[src/rtl/m_pte_port_if.sv]
`default_nettype none
// ============================================================================
// Module      : m_pte_port_if
// Description : Walker-side PTE request pins and DRAM arbiter port bundle
//               for the PTE memory responder.
// Revision    : 1.0 - initial release
// ============================================================================
interface m_pte_port_if;
  // walker side
  logic        w_pte_req;
  logic [31:0] w_pte_addr;
  logic        w_pte_we;
  logic [31:0] w_pte_wdata;
  logic        w_abort;
  logic        w_pte_busy;
  logic        w_pte_rvalid;
  logic        w_pte_err;
  logic [31:0] w_pte_rdata;
  // DRAM side
  logic        w_dram_req;
  logic        w_dram_we;
  logic [31:0] w_dram_addr;
  logic [31:0] w_dram_wdata;
  logic        w_dram_ack;
  logic [31:0] w_dram_rdata;

  // Responder view
  modport slave (
    input  w_pte_req, w_pte_addr, w_pte_we, w_pte_wdata, w_abort,
    output w_pte_busy, w_pte_rvalid, w_pte_err, w_pte_rdata,
    output w_dram_req, w_dram_we, w_dram_addr, w_dram_wdata,
    input  w_dram_ack, w_dram_rdata
  );

  // Walker plus DRAM controller view
  modport master (
    output w_pte_req, w_pte_addr, w_pte_we, w_pte_wdata, w_abort,
    input  w_pte_busy, w_pte_rvalid, w_pte_err, w_pte_rdata,
    input  w_dram_req, w_dram_we, w_dram_addr, w_dram_wdata,
    output w_dram_ack, w_dram_rdata
  );
endinterface
`default_nettype wire

[src/rtl/m_pte_port.sv]
`default_nettype none
// ============================================================================
// Module      : m_pte_port
// Description : PTE memory responder. Turns one walker PTE read/write into a
//               single-beat DRAM transaction with alignment check, abort and
//               bounded-wait timeout. All outputs registered.
// Revision    : 1.0 - initial release
// ============================================================================
module m_pte_port #(
  parameter int TIMEOUT = 1024,
  parameter int CW      = 16
) (
  input  wire         CLK,
  input  wire         RST_X,
  m_pte_port_if.slave bus
);

  typedef enum logic [1:0] {
    ST_IDLE   = 2'd0,
    ST_ACCESS = 2'd1,
    ST_FAULT  = 2'd2
  } state_t;

  localparam logic [CW-1:0] CNT_LAST = CW'(TIMEOUT - 1);

  state_t        state;
  logic [CW-1:0] cnt;
  logic          busy;
  logic          rvalid;
  logic          err;
  logic [31:0]   rdata;
  logic          dram_req;
  logic          dram_we;
  logic [31:0]   dram_addr;
  logic [31:0]   dram_wdata;

  // Request sequencer: accept in IDLE, wait for ack/abort/timeout in ACCESS,
  // report misalignment one cycle later from FAULT.
  always_ff @(posedge CLK) begin
    if (!RST_X) begin
      state      <= ST_IDLE;
      cnt        <= '0;
      busy       <= 1'b0;
      rvalid     <= 1'b0;
      err        <= 1'b0;
      rdata      <= 32'h0;
      dram_req   <= 1'b0;
      dram_we    <= 1'b0;
      dram_addr  <= 32'h0;
      dram_wdata <= 32'h0;
    end else begin
      rvalid <= 1'b0;
      case (state)
        ST_IDLE: begin
          if (bus.w_pte_req) begin
            dram_addr  <= {bus.w_pte_addr[31:2], 2'b00};
            dram_we    <= bus.w_pte_we;
            dram_wdata <= bus.w_pte_wdata;
            busy       <= 1'b1;
            if (bus.w_pte_addr[1:0] != 2'b00) begin
              state <= ST_FAULT;
            end else begin
              state    <= ST_ACCESS;
              dram_req <= 1'b1;
              cnt      <= '0;
            end
          end
        end
        ST_ACCESS: begin
          cnt <= cnt + 1'b1;
          // ack wins over abort, abort wins over timeout
          if (bus.w_dram_ack) begin
            state    <= ST_IDLE;
            busy     <= 1'b0;
            dram_req <= 1'b0;
            rvalid   <= 1'b1;
            err      <= 1'b0;
            if (!dram_we) begin
              rdata <= bus.w_dram_rdata;
            end
          end else if (bus.w_abort) begin
            state    <= ST_IDLE;
            busy     <= 1'b0;
            dram_req <= 1'b0;
            err      <= 1'b0;
          end else if (cnt == CNT_LAST) begin
            state    <= ST_IDLE;
            busy     <= 1'b0;
            dram_req <= 1'b0;
            rvalid   <= 1'b1;
            err      <= 1'b1;
            rdata    <= 32'h0;
          end
        end
        ST_FAULT: begin
          state <= ST_IDLE;
          busy  <= 1'b0;
          if (!bus.w_abort) begin
            rvalid <= 1'b1;
            err    <= 1'b1;
          end
        end
        default: begin
          state    <= ST_IDLE;
          busy     <= 1'b0;
          dram_req <= 1'b0;
        end
      endcase
    end
  end

  assign bus.w_pte_busy   = busy;
  assign bus.w_pte_rvalid = rvalid;
  assign bus.w_pte_err    = err;
  assign bus.w_pte_rdata  = rdata;
  assign bus.w_dram_req   = dram_req;
  assign bus.w_dram_we    = dram_we;
  assign bus.w_dram_addr  = dram_addr;
  assign bus.w_dram_wdata = dram_wdata;

endmodule
`default_nettype wire

[src/flat_wrapper.sv]
// flat-port wrapper written by rule: the top's interface ports become plain ports
module m_pte_port_flat 
#(
  parameter int TIMEOUT = 1024,
  parameter int CW      = 16
)
  (CLK, RST_X, bus_w_pte_req, bus_w_pte_addr, bus_w_pte_we, bus_w_pte_wdata, bus_w_abort, bus_w_pte_busy, bus_w_pte_rvalid, bus_w_pte_err, bus_w_pte_rdata, bus_w_dram_req, bus_w_dram_we, bus_w_dram_addr, bus_w_dram_wdata, bus_w_dram_ack, bus_w_dram_rdata);
  m_pte_port_if bus_i ();
  input  wire CLK;
  input  wire RST_X;
  input wire logic [$bits(bus_i.w_pte_req)-1:0] bus_w_pte_req;
  input wire logic [$bits(bus_i.w_pte_addr)-1:0] bus_w_pte_addr;
  input wire logic [$bits(bus_i.w_pte_we)-1:0] bus_w_pte_we;
  input wire logic [$bits(bus_i.w_pte_wdata)-1:0] bus_w_pte_wdata;
  input wire logic [$bits(bus_i.w_abort)-1:0] bus_w_abort;
  output wire logic [$bits(bus_i.w_pte_busy)-1:0] bus_w_pte_busy;
  output wire logic [$bits(bus_i.w_pte_rvalid)-1:0] bus_w_pte_rvalid;
  output wire logic [$bits(bus_i.w_pte_err)-1:0] bus_w_pte_err;
  output wire logic [$bits(bus_i.w_pte_rdata)-1:0] bus_w_pte_rdata;
  output wire logic [$bits(bus_i.w_dram_req)-1:0] bus_w_dram_req;
  output wire logic [$bits(bus_i.w_dram_we)-1:0] bus_w_dram_we;
  output wire logic [$bits(bus_i.w_dram_addr)-1:0] bus_w_dram_addr;
  output wire logic [$bits(bus_i.w_dram_wdata)-1:0] bus_w_dram_wdata;
  input wire logic [$bits(bus_i.w_dram_ack)-1:0] bus_w_dram_ack;
  input wire logic [$bits(bus_i.w_dram_rdata)-1:0] bus_w_dram_rdata;
  assign bus_i.w_pte_req = bus_w_pte_req;
  assign bus_i.w_pte_addr = bus_w_pte_addr;
  assign bus_i.w_pte_we = bus_w_pte_we;
  assign bus_i.w_pte_wdata = bus_w_pte_wdata;
  assign bus_i.w_abort = bus_w_abort;
  assign bus_w_pte_busy = bus_i.w_pte_busy;
  assign bus_w_pte_rvalid = bus_i.w_pte_rvalid;
  assign bus_w_pte_err = bus_i.w_pte_err;
  assign bus_w_pte_rdata = bus_i.w_pte_rdata;
  assign bus_w_dram_req = bus_i.w_dram_req;
  assign bus_w_dram_we = bus_i.w_dram_we;
  assign bus_w_dram_addr = bus_i.w_dram_addr;
  assign bus_w_dram_wdata = bus_i.w_dram_wdata;
  assign bus_i.w_dram_ack = bus_w_dram_ack;
  assign bus_i.w_dram_rdata = bus_w_dram_rdata;
  m_pte_port #(.TIMEOUT(TIMEOUT), .CW(CW)) u_core (.CLK(CLK), .RST_X(RST_X), .bus(bus_i));
endmodule
[config.mk]
export PLATFORM = sky130hd
export DESIGN_NAME = m_pte_port_flat
export DESIGN_NICKNAME = d
export VERILOG_FILES = /design/src/rtl/m_pte_port_if.sv /design/src/rtl/m_pte_port.sv /design/src/flat_wrapper.sv
export SDC_FILE = /design/constraint.sdc
export NUM_CORES = 1
export LEC_CHECK = 0
export CORE_MARGIN = 5
export CORE_UTILIZATION = 43
export DETAILED_ROUTE_END_ITERATION = 8
export GPL_ROUTABILITY_DRIVEN = 0
export MAX_ROUTING_LAYER = met4
export PLACE_DENSITY = 0.85
export SLEW_MARGIN = 30
export SYNTH_ARGS = -nofsm -noshare
export SYNTH_HDL_FRONTEND = slang
export SYNTH_SLANG_ARGS = --single-unit
[constraint.sdc]
create_clock -name CLK -period 2.4 [get_ports CLK]
set_clock_uncertainty 0.2 [all_clocks]
set_input_delay 0.36 -clock CLK [delete_from_list [all_inputs] [get_ports CLK]]
set_output_delay 0.36 -clock CLK [all_outputs]
set_load 0.01 [all_outputs]
==> run metrics, run 1 <==
Tot Pwr 0.00546 W; H-tree lvl count 4; Peak VDD IR 0.000467 V; Slew Limit Headroom 0.601; post_cts resized 0; Avg Inst Size Synth 8.73 um2; TritonCTS clock tree built; initial antenna violation count 0; initial DRC count ~360; Post-DRT Antenna Nets 0; Leakage 2.72 nW; WP buf/inv 1; final slew viol count 0; chip height 117 um; vias in the first global route approximately 5000; outcome complete, no violations; core region area 0.0114 mm2; drt pass-1 iters 5; CTS sink cnt 117; cell count after synthesis around 570; port buffer count 200; RSZ-0062 raised after global routing no; layout cells sized above 1 0.0786; CTS root buffer clkbuf_16; Syn. warnings 0; ant diodes 0; Critical Path Start Type flop; Net count, final 869; Fin Setup TNS 0 ps; Hold Vio Cnt, Final 0; crit share post-route 0.915; worst slack at placement 67.2 ps; Synth area leader dfxtp_1; share of the synthesized area in the top cell type 0.473; Worst-path clk slew 50 ps; Avg WL per Cell 15.9 um; hold buffer count at CTS 0; largest net degree at the start of global routing 67; first-pass GRT wire length 24200 um; delay-heaviest family, CP compound AO/OA/AOI/OAI gates; Worst Tran Pin Value 583 ps; Die Footprint between 0.01 and 0.015 mm2; max-cap violation count 0; # DRC 0; Slowest cell on crit path a2111o_1; worst skew pair latency 400 ps; dpl hpwl ~11000 um; mapped cell area 0.00495 mm2; Seq/Total Area, Yosys 0.473; largest stage delay on the critical path 450 ps; crit end category flop; CTS Buf Count 17; pwr dens 703 mW/mm2; I/O pin cnt 203; Rows 39; GRT Resource Usage Total 0.214; Via-to-Cell Ratio 5.35; post-route cell area 0.00776 mm2; Tightest Hold Check Type reg -> reg; FMAX roughly 460 MHz; Min Clock Period, post-route between 2000 and 2500 ps; Placement Cell Area 0.00714 mm2; Unique masters post-synth 41; CP Cell Sequence inv_1 > ha_1 > nand2b_1 > a2111o_1 > or3_1 > a21oi_1; Clock Tree Buf Depth 2; Finish-stage setup viols 0; CP Class reg -> reg; Area growth, synth to finish 56.7%; dominant cells by area after synthesis dfxtp_1 (47%), a21boi_0 (13%), nand2_1 (10%), o211ai_1 (5.5%), a22oi_1 (4.9%); Initial Utilization 0.436; WP data required 2530 ps; total length of routed wires 14600 um; final worst setup slack roughly 200 ps; setup bufs post-CTS 0; die width 117 um; Vias roughly 5000; worst-path maximum fanout 6; register bit total from synthesis 117; endpoint arrival time on the critical path around 2300 ps; Overflow after GRT 0
[worst min-delay path, stage by stage (launching register included)]
cell and delay, ps:
dfxtp_1 300, nand2_1 50, a21boi_0 60
[power breakdown]
| part | switching [W] | internal (W) |
|---|---|---|
| Combinational | 0.000314 | 0.000417 |
| Sequential | 0.0000550 | 0.00204 |
| Clock | 0.000847 | 0.00179 |
| Total | 0.00122 | 0.00424 |
[routing by layer]
layer  global-route usage  part of all wire  up-vias
met5                    -                 0        -
met4                0.105             0.032        0
met3               0.0626             0.069       38
met2                0.348              0.49      204
met1                0.241              0.40     2279
li1                     -                 -     2396
[state kept, by name, indices dropped and copies added, names as in the netlist]
name                     cells
u_core.cnt                  16
u_core.bus.w_pte_rvalid      1
u_core.bus.w_pte_err         1
u_core.bus.w_dram_wdata     32
u_core.bus.w_dram_addr      30
u_core.bus.w_pte_rdata      32
u_core.bus.w_dram_req        1
u_core.bus.w_dram_we         1
u_core.bus.w_pte_busy        1
u_core.state                 2
[cells in the final DEF (no fill, tap or decap), types with 3 or more instances in the layout]
master | netlist | final
clkdlybuf4s50_1 | 0 | 199
a2111oi_0 | 3 | 3
clkinv_2 | 0 | 3
or3_1 | 5 | 5
a21boi_0 | 87 | 87
a21boi_1 | 9 | 9
nand4_1 | 7 | 7
nand3_1 | 7 | 7
inv_1 | 7 | 7
xnor2_1 | 8 | 8
buf_4 | 2 | 21
o211ai_1 | 36 | 36
clkbuf_1 | 37 | 4
dfxtp_1 | 117 | 117
o21ai_0 | 8 | 8
ha_1 | 4 | 4
nand2_1 | 136 | 135
bufinv_16 | 0 | 4
o221a_2 | 3 | 3
nor2_1 | 13 | 12
a22oi_1 | 32 | 32
clkbuf_16 | 0 | 17
a21oi_1 | 11 | 11
[layout make-up]
cell class	count	area, um2
Timing Repair Buffer	223	2190
Fill cell	906	3610
Clock buffer	23	468
Clock inverter	9	150
Sequential cell	117	2340
Tap cell	143	179
Multi-Input combinational cell	397	2400
Inverter	7	26.3
[final timing paths]
| path | startpoint | end | slack (ps) | cells after the start |
|---|---|---|---|---|
| max | u_core.state[0] | u_core.cnt[15] | 200 | 6 |
| min | u_core.bus.w_dram_addr[10] | u_core.bus.w_dram_addr[10] | 260 | 2 |
| max reg2reg | u_core.state[0] | u_core.cnt[15] | 200 | 6 |
| min reg2reg | u_core.bus.w_dram_addr[10] | u_core.bus.w_dram_addr[10] | 260 | 2 |
[cells in the mapped netlist, drive strengths merged]
cell type and n:
and4 2, nand4bb 1, nand4b 2, clkbuf 37, o2111a 1, nor4bb 2, buf 10, inv 7
nor2 13, a22oi 32, ha 4, or2 1, a21bo 1, a211oi 1, a2111o 1, nand4 7
xor2 2, nor4 2, o21ai 9, and4bb 1, and3 1, xnor2 8, nand2b 1, conb 1
and2 3, o2111ai 1, a2111oi 3, o211ai 36, nand2 136, nand3 7, o221a 3, or3 5
dfxtp 117, a21boi 96, nor2b 2, a21oi 11
[cell families after synthesis]
group | synth area share
compound gates | 0.291
simple gates | 0.164
flops | 0.473
buf+inv | 0.0440
xor+xnor | 0.0177
fa+ha+maj | 0.0101
other cells | 0.000757
[through the flow]
step	utilization	hold slack, ps	instances
after floorplan	-	270	568
after global placement	0.628	248	887
after detailed placement	0.628	256	887
after CTS	0.683	263	919
after global routing	0.683	281	919
final	0.683	262	919
(Power assumes the default switching activity.)
==> run 2, diff against run 1 <==
Settings changed: ABC_CLOCK_PERIOD_IN_PS set to 2400.
==> results of run 2 <==
Same layout as run 1: the final DEF is identical, and so are final timing and power.
==> run 3, diff against run 2 <==
Settings changed: CORE_UTILIZATION 43 to 44, CTS_BUF_LIST set to sky130_fd_sc_hd__clkbuf_4 sky130_fd_sc_hd__clkbuf_8, PLACE_DENSITY 0.85 to 0.87.
==> run 3 against run 2 <==
Against the previous run: via count is 0.79% higher; combinational power hardly changed; largest power group is now registers; routed wire length is 4.1% higher; hold slack worse by 140 ps; largest cell class unchanged; die area is 2.1% lower; worst setup slack worse by 60 ps.
==> run metrics, run 3 (synthesis results as in run 1) <==
outcome complete, no violations; Tightest Hold Check Type in -> reg; initial DRC count 407; port buffer count 200; Critical Path Start Type flop; Worst-path clk slew 60 ps; post-route cell area between 0.007 and 0.008 mm2; Tot Pwr 0.00480 W; most frequent cells in the layout clkdlybuf4s50_1 (199), nand2_1 (135), dfxtp_1 (117), a21boi_0 (87), o211ai_1 (36); first-pass GRT wire length roughly 24000 um; # DRC 0; CTS sink cnt 117; HP Start RST_X; largest stage delay on the critical path around 460 ps; Area growth, synth to finish 52.1%; CTS root buffer clkbuf_8; WP data required 2540 ps; WP buf/inv 1; RR Startpoint u_core.state[0]; pwr dens around 640 mW/mm2; TritonCTS clock tree built; CP Class reg -> reg; crit share post-route 0.941; Rows 38; Overflow after GRT 0; core region area 0.0109 mm2; Net count, final 863; layout cells sized above 1 0.0779; endpoint arrival time on the critical path 2390 ps; largest net degree at the start of global routing 64; Finish-stage setup viols 0; Via-to-Cell Ratio 5.45; CTS Buf Count 17; crit end category flop; Peak VDD IR ~0.00046 V; drt pass-1 iters 5; Fin Setup TNS 0 ps; Vias 4956; Placement Cell Area around 0.007 mm2; Slew Limit Headroom 0.657; die width between 100 and 150 um; RSZ-0062 raised after global routing no; Worst Tran Pin Value 502 ps; Hold Vio Cnt, Final 0; Min Clock Period, post-route 2260 ps; H-tree lvl count 4; Clock Tree Buf Depth 2; delay-heaviest family, CP simple AND/OR/NAND/NOR gates; Avg WL per Cell 16.7 um; Die Footprint approximately 0.013 mm2; final slew viol count 0; I/O pin cnt 203; Setup crit start u_core.state[0]; Slowest cell on crit path a2111o_1; total length of routed wires 15200 um; vias in the first global route 4831; worst skew pair latency ~410 ps; ant diodes 0; Leakage between 2 and 3 nW; Post-DRT Antenna Nets 0; chip height 116 um; CP Cell Sequence inv_1 > ha_1 > nand2b_2 > a2111o_1 > or3_1 > a21oi_1; FMAX 443 MHz; initial antenna violation count 0; Initial Utilization 0.453; dpl hpwl 10900 um; Final Hold Slack 117 ps; final core utilization 0.689; commonest non-fill, non-tap cell in the layout clkdlybuf4s50_1; GRT Resource Usage Total 0.229; max-cap violation count 0; worst-path maximum fanout 9
==> run 3: worst min-delay path: stages <==
cell and delay (ps):
buf_2 130, o211ai_1 100, o211ai_1 80
==> run 3: worst paths after layout <==
path / to / slack [ps] / cells past startpoint
worst max-delay path: u_core.cnt[13] / 140 / 6
worst min-delay path: u_core.state[1] / 120 / 3
worst max register to register: u_core.cnt[13] / 140 / 6
worst min register to register: u_core.bus.w_dram_addr[2] / 260 / 2
==> run 3: layout make-up <==
cell class | count | area [um2]
Sequential cell | 117 | 2340
Multi-Input combinational cell | 397 | 2400
Clock inverter | 10 | 153
Fill cell | 859 | 3400
Timing Repair Buffer | 217 | 2150
Inverter | 7 | 26.3
Clock buffer | 22 | 284
Tap cell | 140 | 175
==> run 3: per-layer routing <==
layer	up-vias	part of all wire	global-route usage
met3	29	0.058	0.0492
met5	-	0	-
li1	2385	-	-
met4	0	0.028	0.0982
met1	2361	0.40	0.257
met2	181	0.52	0.394
==> run 3: through the flow <==
stage,std cells,setup WS [ps]
detailed placement,878,10.0
CTS,910,121
global route,910,46.8
global placement,878,119
floorplan,568,264
finish,910,143
==> run 3: timing repair <==
item                       CTS  global route
resized for setup            0             1
setup endpoints to repair    0             1
buffers inserted             0             0
hold buffers                 0             0
==> run 3: report_power, final <==
part	switching (W)	internal, W
Combinational	0.000320	0.000413
Clock	0.000756	0.00121
Sequential	0.0000568	0.00204
